**src/rtl/fifo_reader_pkg.sv**
```systemverilog
// Shared types and default widths for the fifo_reader burst-read controller.
package fifo_reader_pkg;

  typedef enum logic [1:0] {
    IDLE  = 2'd0,
    BURST = 2'd1,
    DRAIN = 2'd2
  } state_t;

  localparam int DEF_DATA_W = 8;
  localparam int DEF_CNT_W  = 7;
  localparam int DEF_BCNT_W = 16;
  localparam int BUF_DEPTH  = 2;
  localparam int OCC_W      = $clog2(BUF_DEPTH + 1);

endpackage

```
**src/rtl/fifo_reader_if.sv**
```systemverilog
// FIFO read-side and output-stream signals of fifo_reader; master is the reader itself.
interface fifo_reader_if #(
  parameter int DATA_W = fifo_reader_pkg::DEF_DATA_W,
  parameter int CNT_W  = fifo_reader_pkg::DEF_CNT_W
) ();

  logic              fifo_empty;
  logic [CNT_W-1:0]  fifo_count;
  logic [DATA_W-1:0] fifo_data;
  logic              fifo_rd_en;
  logic              m_valid;
  logic              m_ready;
  logic [DATA_W-1:0] m_data;
  logic              m_last;

  modport master (
    input  fifo_empty, fifo_count, fifo_data, m_ready,
    output fifo_rd_en, m_valid, m_data, m_last
  );

  modport slave (
    output fifo_empty, fifo_count, fifo_data, m_ready,
    input  fifo_rd_en, m_valid, m_data, m_last
  );

endinterface

```
**src/rtl/fifo_reader_skid.sv**
```systemverilog
// Two-entry in-order output buffer of {last, data}; head entry drives the stream directly.
// Zero-latency push-to-head when empty; caller must never push into a full buffer without popping.
module fifo_reader_skid
  import fifo_reader_pkg::*;
#(
  parameter int DATA_W = DEF_DATA_W
) (
  input  logic              clk,
  input  logic              rst_n,
  input  logic              push_i,
  input  logic [DATA_W-1:0] push_data_i,
  input  logic              push_last_i,
  output logic              m_valid_o,
  input  logic              m_ready_i,
  output logic [DATA_W-1:0] m_data_o,
  output logic              m_last_o,
  output logic [OCC_W-1:0]  occ_o
);

  logic [DATA_W:0]  head_q, head_d;
  logic [DATA_W:0]  tail_q, tail_d;
  logic [OCC_W-1:0] occ_q, occ_d;
  logic             valid_q, valid_d;
  logic             pop;
  logic [DATA_W:0]  word;

  assign pop  = valid_q && m_ready_i;
  assign word = {push_last_i, push_data_i};

  always_comb begin
    head_d = head_q;
    tail_d = tail_q;
    occ_d  = occ_q;
    case ({push_i, pop})
      2'b10: begin
        if (occ_q == '0) head_d = word;
        else             tail_d = word;
        occ_d = occ_q + 1'b1;
      end
      2'b01: begin
        if (occ_q == OCC_W'(BUF_DEPTH)) head_d = tail_q;
        occ_d = occ_q - 1'b1;
      end
      2'b11: begin
        // Simultaneous push/pop keeps occupancy; the new word lands behind any older one.
        if (occ_q == OCC_W'(1)) begin
          head_d = word;
        end else begin
          head_d = tail_q;
          tail_d = word;
        end
      end
      default: ;
    endcase
    valid_d = (occ_d != '0);
  end

  always_ff @(posedge clk or negedge rst_n) begin
    if (!rst_n) begin
      head_q  <= '0;
      tail_q  <= '0;
      occ_q   <= '0;
      valid_q <= 1'b0;
    end else begin
      head_q  <= head_d;
      tail_q  <= tail_d;
      occ_q   <= occ_d;
      valid_q <= valid_d;
    end
  end

  assign m_valid_o = valid_q;
  assign m_data_o  = head_q[DATA_W-1:0];
  assign m_last_o  = head_q[DATA_W];
  assign occ_o     = occ_q;

endmodule

```
**src/rtl/fifo_reader.sv**
```systemverilog
// Burst reader: waits for BURST_LEN words, drains them, re-streams with last marker; rd_en->m_valid 2 cycles.
// Reads are throttled so buffered plus in-flight words never exceed the 2-entry output buffer.
module fifo_reader
  import fifo_reader_pkg::*;
#(
  parameter int DATA_W    = DEF_DATA_W,
  parameter int CNT_W     = DEF_CNT_W,
  parameter int BURST_LEN = 8,
  parameter int BCNT_W    = DEF_BCNT_W
) (
  input  logic              clk,
  input  logic              rst_n,
  input  logic              enable,
  fifo_reader_if.master     bus,
  output logic              busy,
  output logic [BCNT_W-1:0] burst_cnt
);

  localparam logic [CNT_W-1:0] BLEN    = CNT_W'(BURST_LEN);
  localparam logic [CNT_W-1:0] BLEN_M1 = CNT_W'(BURST_LEN - 1);
  localparam logic [OCC_W:0]   DEPTH_V = (OCC_W + 1)'(BUF_DEPTH);

  state_t            state_q, state_d;
  logic [CNT_W-1:0]  rd_cnt_q, rd_cnt_d;
  logic [BCNT_W-1:0] burst_cnt_q, burst_cnt_d;
  logic              inflight_q;
  logic              busy_q;

  logic              rd_en;
  logic              pop;
  logic              push_last;
  logic              sk_valid;
  logic              sk_last;
  logic [DATA_W-1:0] sk_data;
  logic [OCC_W-1:0]  occ;
  logic [OCC_W:0]    occ_next;

  // Buffer occupancy one cycle ahead, counting the word already requested from the FIFO.
  assign pop       = sk_valid && bus.m_ready;
  assign occ_next  = {1'b0, occ} + {{OCC_W{1'b0}}, inflight_q} - {{OCC_W{1'b0}}, pop};
  assign push_last = inflight_q && (rd_cnt_q == BLEN);

  always_comb begin
    state_d     = state_q;
    rd_cnt_d    = rd_cnt_q;
    burst_cnt_d = burst_cnt_q;
    rd_en       = 1'b0;
    case (state_q)
      IDLE: begin
        if (enable && (bus.fifo_count >= BLEN)) begin
          state_d  = BURST;
          rd_cnt_d = '0;
        end
      end
      BURST: begin
        rd_en = !bus.fifo_empty && (rd_cnt_q != BLEN) && (occ_next < DEPTH_V);
        if (rd_en) begin
          rd_cnt_d = rd_cnt_q + 1'b1;
          if (rd_cnt_q == BLEN_M1) state_d = DRAIN;
        end
      end
      DRAIN: begin
        if ((occ_next == '0) && !inflight_q) begin
          state_d     = IDLE;
          burst_cnt_d = burst_cnt_q + 1'b1;
        end
      end
      default: state_d = IDLE;
    endcase
  end

  always_ff @(posedge clk or negedge rst_n) begin
    if (!rst_n) begin
      state_q     <= IDLE;
      rd_cnt_q    <= '0;
      burst_cnt_q <= '0;
      inflight_q  <= 1'b0;
      busy_q      <= 1'b0;
    end else begin
      state_q     <= state_d;
      rd_cnt_q    <= rd_cnt_d;
      burst_cnt_q <= burst_cnt_d;
      inflight_q  <= rd_en;
      busy_q      <= (state_d != IDLE);
    end
  end

  fifo_reader_skid #(
    .DATA_W (DATA_W)
  ) u_skid (
    .clk         (clk),
    .rst_n       (rst_n),
    .push_i      (inflight_q),
    .push_data_i (bus.fifo_data),
    .push_last_i (push_last),
    .m_valid_o   (sk_valid),
    .m_ready_i   (bus.m_ready),
    .m_data_o    (sk_data),
    .m_last_o    (sk_last),
    .occ_o       (occ)
  );

  assign bus.fifo_rd_en = rd_en;
  assign bus.m_valid    = sk_valid;
  assign bus.m_data     = sk_data;
  assign bus.m_last     = sk_last;
  assign busy           = busy_q;
  assign burst_cnt      = burst_cnt_q;

endmodule

```
**src/flat_wrapper.sv**
```systemverilog
// flat-port wrapper written by rule: the top's interface ports become plain ports
module fifo_reader_flat import fifo_reader_pkg::*;
#(
  parameter int DATA_W    = DEF_DATA_W,
  parameter int CNT_W     = DEF_CNT_W,
  parameter int BURST_LEN = 8,
  parameter int BCNT_W    = DEF_BCNT_W
)
  (clk, rst_n, enable, busy, burst_cnt, bus_fifo_empty, bus_fifo_count, bus_fifo_data, bus_m_ready, bus_fifo_rd_en, bus_m_valid, bus_m_data, bus_m_last);
  fifo_reader_if #(.DATA_W(DATA_W), .CNT_W(CNT_W)) bus_i ();
  input  logic clk;
  input  logic rst_n;
  input  logic enable;
  output logic busy;
  output logic [BCNT_W-1:0] burst_cnt;
  input wire logic [$bits(bus_i.fifo_empty)-1:0] bus_fifo_empty;
  input wire logic [$bits(bus_i.fifo_count)-1:0] bus_fifo_count;
  input wire logic [$bits(bus_i.fifo_data)-1:0] bus_fifo_data;
  input wire logic [$bits(bus_i.m_ready)-1:0] bus_m_ready;
  output wire logic [$bits(bus_i.fifo_rd_en)-1:0] bus_fifo_rd_en;
  output wire logic [$bits(bus_i.m_valid)-1:0] bus_m_valid;
  output wire logic [$bits(bus_i.m_data)-1:0] bus_m_data;
  output wire logic [$bits(bus_i.m_last)-1:0] bus_m_last;
  assign bus_i.fifo_empty = bus_fifo_empty;
  assign bus_i.fifo_count = bus_fifo_count;
  assign bus_i.fifo_data = bus_fifo_data;
  assign bus_i.m_ready = bus_m_ready;
  assign bus_fifo_rd_en = bus_i.fifo_rd_en;
  assign bus_m_valid = bus_i.m_valid;
  assign bus_m_data = bus_i.m_data;
  assign bus_m_last = bus_i.m_last;
  fifo_reader #(.DATA_W(DATA_W), .CNT_W(CNT_W), .BURST_LEN(BURST_LEN), .BCNT_W(BCNT_W)) u_core (.clk(clk), .rst_n(rst_n), .enable(enable), .bus(bus_i), .busy(busy), .burst_cnt(burst_cnt));
endmodule
```
**config.mk**
```make
export PLATFORM = sky130hd
export DESIGN_NAME = fifo_reader_flat
export DESIGN_NICKNAME = d
export VERILOG_FILES = /design/src/rtl/fifo_reader_pkg.sv /design/src/rtl/fifo_reader_if.sv /design/src/rtl/fifo_reader_skid.sv /design/src/rtl/fifo_reader.sv /design/src/flat_wrapper.sv
export SDC_FILE = /design/constraint.sdc
export NUM_CORES = 1
export LEC_CHECK = 0
export BUFFER_PORTS_ARGS = -buffer_cell sky130_fd_sc_hd__buf_2
export CAP_MARGIN = 10
export CORE_MARGIN = 8
export CORE_UTILIZATION = 55
export CTS_BUF_LIST = sky130_fd_sc_hd__clkbuf_8 sky130_fd_sc_hd__clkbuf_16
export CTS_CLUSTER_DIAMETER = 100
export CTS_CLUSTER_SIZE = 14
export DETAILED_ROUTE_END_ITERATION = 10
export PLACE_DENSITY = 0.9
export SYNTH_ARGS = -nofsm -noshare
export SYNTH_HDL_FRONTEND = slang
export SYNTH_HIERARCHICAL = 1
export SYNTH_SLANG_ARGS = --single-unit
```
**constraint.sdc**
```tcl
create_clock -name clk -period 2.81 [get_ports clk]
set_input_delay 0.4215 -clock clk [delete_from_list [all_inputs] [get_ports clk]]
set_output_delay 0.4215 -clock clk [all_outputs]
set_load 0.02 [all_outputs]
```
### After elaboration in Yosys (flattened, before gate mapping)

Index checks and enable logic that the tools add are counted.

* equality and inequality tests: 16
* reduce and logical (&&, ||, !) cells: 20
* add/subtract/negate cells: 6
* $lt $le $gt $ge: 2
* multiplexer cells: 17

Operator list (number)
* 9-bit 2-to-1 mux: 5
* 9-bit case mux with 3 select lines: 1
* 9-bit case mux with 2 select lines: 1
* 16-bit by 1-bit adder with 16-bit output (second input constant): 1
* 7-bit 2-to-1 mux: 2
* 7-bit case mux with 2 select lines: 1
* 3-bit AND reduction: 3
* 2-bit == test (second input constant): 4
* 2-bit 2-to-1 mux: 4
* 2-bit != test (second input constant): 4
* 2-bit nonzero test: 4
* 7-bit by 1-bit adder with 7-bit output (second input constant): 1
* 7-bit by 3-bit == test with 1-bit output (second input constant): 1
* 7-bit by 4-bit == test with 1-bit output (second input constant): 1
* 7-bit by 4-bit >= comparator with 1-bit output (second input constant): 1
* 7-bit by 4-bit != test with 1-bit output (second input constant): 1
* 2-bit by 1-bit == test with 1-bit output (second input constant): 3
* 1-bit logical AND: 6
* 2-bit case mux with 3 select lines: 1
* 2-bit logical NOT: 2
* 2-bit by 1-bit != test with 1-bit output (second input constant): 2
* 2-bit case mux with 2 select lines: 1
* 2-bit by 1-bit adder with 3-bit output: 1
* 3-bit logical NOT: 1
* other kinds (8): 9

* bits of input ports: 20
* output and inout bits: 28
* register bits after elaboration: 48

### Logic depth before layout (Yosys ltp)

* word-level depth: 7
* gate-level depth with buffers: 9

### By module

The synthesis kept the hierarchy.

By module, submodules not included
* fifo_reader: seq. area each 675.6 um^2, times used 1, cells each 137, area an instance 1407.6 um^2
* fifo_reader_skid: seq. area each 525.5 um^2, times used 1, cells each 95, area an instance 1028.5 um^2

### Worst setup path before layout

No wires, ideal clock.

* path type: register to register
* start: register u_core.u_skid.valid_q, in the netlist u_core/u_skid/m_valid_o
* end: register u_core.rd_cnt_q[1]
* data arrival time: 2.764 ns
* clock period less this slack: 2.889 ns
* stages on the path, launching flop included: 10
* slack: -0.079 ns
* cell sequence: dfrtp_1 > and2_1 > ha_1 > inv_1 > ha_1 > fa_1 > xor2_2 > nand2_2 > nor3_2 > mux2_2

* cells in the longest elaborated chain, start to end: 6

Ends and longest elaborated chain
* start, declared: RTL line fifo_reader_skid.sv:23 `logic valid_q, valid_d;`
* start signal, assigned: RTL line fifo_reader_skid.sv:68 `valid_q <= valid_d;`
* 1-bit logical AND: RTL line fifo_reader.sv:39 `assign pop = sk_valid && bus.m_ready;`
* 3-bit by 1-bit subtractor with 3-bit output: RTL line fifo_reader.sv:40 `assign occ_next = {1'b0, occ} + {{OCC_W{1'b0}}, inflight_q} - {{OCC_W{1'b0}}, pop};`
* 3-bit by 2-bit less-than comparator with 1-bit output: RTL line fifo_reader.sv:56 `rd_en = !bus.fifo_empty && (rd_cnt_q != BLEN) && (occ_next < DEPTH_V);`
* 1-bit logical AND: RTL line fifo_reader.sv:56
* 2-bit by 1-bit != test with 1-bit output (no source line)
* 3-bit AND reduction (no source line)
* end signal, assigned: RTL line fifo_reader.sv:81 `rd_cnt_q <= rd_cnt_d;`
* end, declared: RTL line fifo_reader.sv:24 `logic [CNT_W-1:0] rd_cnt_q, rd_cnt_d;`

No other way between the ends.
A chain may end at the register's enable or synchronous reset.

### Worst setup path in the final report

* start: register u_core.u_skid.valid_q, in the netlist u_core/u_skid/m_valid_o
* end: output bus_fifo_rd_en

* cells in the longest elaborated chain, start to end: 5

Ends and longest elaborated chain
* 1-bit logical AND: RTL line fifo_reader.sv:39
* 3-bit by 1-bit subtractor with 3-bit output: RTL line fifo_reader.sv:40
* 3-bit by 2-bit less-than comparator with 1-bit output: RTL line fifo_reader.sv:56
* 1-bit logical AND: RTL line fifo_reader.sv:56
* 1-bit 2-to-1 mux: RTL line fifo_reader.sv:48 `case (state_q)`
* end, declared: RTL line flat_wrapper.sv:20 `output wire logic [$bits(bus_i.fifo_rd_en)-1:0] bus_fifo_rd_en;`

No other way between the ends.

==> results.sh <==
export IMPL_gr_total_overflow=0
export IMPL_insertion_delay_ns=0.31
export IMPL_numCtsBuffers=5
export IMPL_clk_pin_slew_ns=0.09
export IMPL_min_path_type="input port to async pin"
export IMPL_synth_warnings=6
export IMPL_syn_to_final_growth_pct=19.1
export IMPL_crit_arrival_ns=2.38
export IMPL_finalCritPeriodShare=0.995
export IMPL_core_um2=4320
export IMPL_cp_num_buf_inv=2
export IMPL_synth_avg_cell_area_um2=10.5
export IMPL_htree_levels=2
export IMPL_synthCells=232
export IMPL_routed_wl_um=5210
export IMPL_start_kind="flop"
export IMPL_cap_viol_max_count=0
export IMPL_drive_above_1_share=0.302
export IMPL_dpl_cell_count=328
export IMPL_grt_max_degree=49
export IMPL_final_area_um2=2900
export IMPL_crit_type="flop to output pin"
export IMPL_viasPerCell=5.63
export IMPL_clockBufferDepth=2
export IMPL_synth_nets=261
export IMPL_crit_slowest_cell="fa_1"
export IMPL_dpl_cell_area_um2=2730
export IMPL_hold_viol_final=0
export IMPL_power_leakage_nw=1.44
export IMPL_synth_seq_cells=48
export IMPL_end_kind="output pin"
export IMPL_worstPathCellList="and2_4 > ha_4 > inv_2 > ha_4 > fa_1 > nor2_2 > nand2_2 > nor3_4 > buf_6"
export IMPL_antenna_cells=0
export IMPL_ant_nets=0
export IMPL_start_util=0.563
export IMPL_fmax_ghz=0.357
export IMPL_ys_types=41
export IMPL_instances_no_fill=343
export IMPL_final_util=0.671
export IMPL_die_height_um=82.6
export IMPL_antenna_found_initial=0
export IMPL_power_w=0.00253
export IMPL_routedWlPerCell_um=15.2
export IMPL_vias=1932
export IMPL_final_max_slew_viol_count=0
export IMPL_crit_fanout=2
export IMPL_fin_crit_ns=2.80
export IMPL_fill_cells=347
export IMPL_grtUsageTotal=0.168
export IMPL_crit_family="adder cells"
export IMPL_critical_path_max_stage_delay_ns=0.48
export IMPL_drtPass1Iterations=4
export IMPL_grt_pass1_vias=1995
export IMPL_hpwl_um=3740
export IMPL_dr_first_iter_drc_count=99
export IMPL_cts_tree="built"
export IMPL_powerDensity_nw_per_um2=872
export IMPL_die_w_um=82.6
export IMPL_drc_errors=0
export IMPL_port_buffer_count=44
export IMPL_cts_sinks=48
export IMPL_max_slew_margin=0.315
export IMPL_setup_viol=0
export IMPL_worstMarginPinSlew_ns=1.03
export IMPL_ys_seq_area_frac=0.493
export IMPL_grt_pass1_wl_um=8960
export IMPL_gp_congestion=0.786
export IMPL_peakVddDrop_mv=0.474
export IMPL_ios=48
export IMPL_die_area_um2=6810
export IMPL_rsz0062_at_grt="yes"
export IMPL_crit_required_ns=2.39
export IMPL_syn_area_um2=2440
export IMPL_holdWs_ns=0.286
export IMPL_cts_root_buf="clkbuf_8"
export IMPL_cp_common_cell="ha_4"
export IMPL_placementRows=24
export IMPL_status="finished clean"
export IMPL_skew_ns=0.00454
export IMPL_final_nets=319
through the flow:
step	worst slack (ns)	TNS (ns)
floorplan	0.00553	0
global placement	0.0726	0
detailed placement	0.0185	0
CTS	0.000584	0
global route	-0.104	-0.104
finish	0.0127	0
path summary, 6_finish.rpt:
path                                          from                      end  slack (ns)  cells past startpoint
min                                          rst_n  u_core/u_skid/head_q[7]        0.29                      1
max reg2reg                u_core/u_skid/m_valid_o       u_core/rd_cnt_q[5]        0.12                     13
min reg2reg                   u_core/burst_cnt[15]     u_core/burst_cnt[15]        0.47                      1
max in group asynchronous                    rst_n     u_core/burst_cnt[12]        1.89                      1
max                        u_core/u_skid/m_valid_o           bus_fifo_rd_en        0.01                      9
min in group clk                  bus_fifo_data[7]  u_core/u_skid/tail_q[7]        0.36                      2
sequential cells by signal (all words and copies together) (netlist names):
register                 count
u_core/burst_cnt            16
u_core/u_skid/head_q         9
u_core/u_skid/tail_q         9
u_core/rd_cnt_q              7
u_core/state_q               2
u_core/u_skid/occ_o          2
u_core/busy                  1
u_core/inflight_q            1
u_core/u_skid/m_valid_o      1
timing repair:
action	CTS	global route
buffers inserted	6	2
cloned	0	0
hold buffers	0	0
resized for setup	5	3
pin swaps	5	5
endpoints found under the setup margin	1	6
layout make-up:
cell class / instances / area [µm²] / area share
clock inverter: 3 / 18.8 / 0.00647
tap: 52 / 65.1 / 0.0224
multi-input combinational: 165 / 1170 / 0.405
clock buffer: 5 / 68.8 / 0.0237
sequential: 48 / 1200 / 0.414
timing repair buffer: 57 / 324 / 0.112
inverter: 13 / 48.8 / 0.0168
layer usage:
metal	vias to the layer above	GRT usage	part of all wire
li1	934	-	-
met1	929	0.194	0.42
met2	63	0.278	0.48
met3	6	0.0584	0.089
met4	0	0.0724	0.016
met5	-	0	0
layout by cell type (no fill, tap or decap), types with 2 or more instances in the layout:
cell and n:
nand2_1 15, dfrtp_1 48, clkbuf_8 5, nor2_1 10, xnor2_1 7, and3_1 2
o211ai_1 2, nand4_2 2, nand2b_1 3, nand4_1 3, or3_1 3, a31oi_1 9
and2_1 5, buf_2 43, and4_1 2, buf_4 13, ha_4 2, nand4b_1 2
nor2b_1 2, ha_1 6, nor3_1 16, mux2_2 11, nor4_1 2, o31ai_1 2
xor2_1 11, o21ai_0 12, clkinv_2 2, inv_1 12, nand3_1 17, a21oi_1 3
cells by family after synthesis:
| kind of cell | count (synthesis) | share of synthesized area |
|---|---|---|
| AOI/OAI and AO/OA | 34 | 0.0889 |
| muxes | 12 | 0.0550 |
| xor gates and xnor gates | 19 | 0.0714 |
| adders and majority gates | 9 | 0.0493 |
| and+or+nand+nor | 91 | 0.203 |
| buffers and inverters | 19 | 0.0395 |
| DFF | 48 | 0.493 |
cell usage after synthesis (all sizes together):
master,instances,area [µm²]
a21o,1,7.51
a21oi,3,15.0
a22o,1,8.76
a22oi,1,7.51
a31oi,9,56.3
and2,6,37.5
and3,2,12.5
and4,2,17.5
buf,5,43.8
clkbuf,1,3.75
dfrtp,48,1200
fa,1,20.0
ha,8,100
inv,13,48.8
mux2,11,124
mux2i,1,10.0
nand2,16,62.6
nand2b,3,18.8
nand3,17,85.1
nand4,5,43.8
nand4b,2,17.5
nor2,11,41.3
nor2b,2,12.5
nor3,18,100
nor4,2,12.5
o211a,1,10.0
o211ai,3,27.5
o21ai,12,60.1
o31ai,2,15.0
o41ai,1,8.76
or2,1,6.26
or3,3,18.8
or4,1,7.51
xnor2,7,61.3
xor2,12,113
where the power goes:
| part | total [W] | internal, W | switching [W] | leakage (nW) |
|---|---|---|---|---|
| logic | 0.00110 | 0.000508 | 0.000592 | 0.794 |
| clock network | 0.000409 | 0.000174 | 0.000235 | 0.0479 |
| registers | 0.00102 | 0.000879 | 0.000144 | 0.594 |
(Power assumes the default switching activity.)
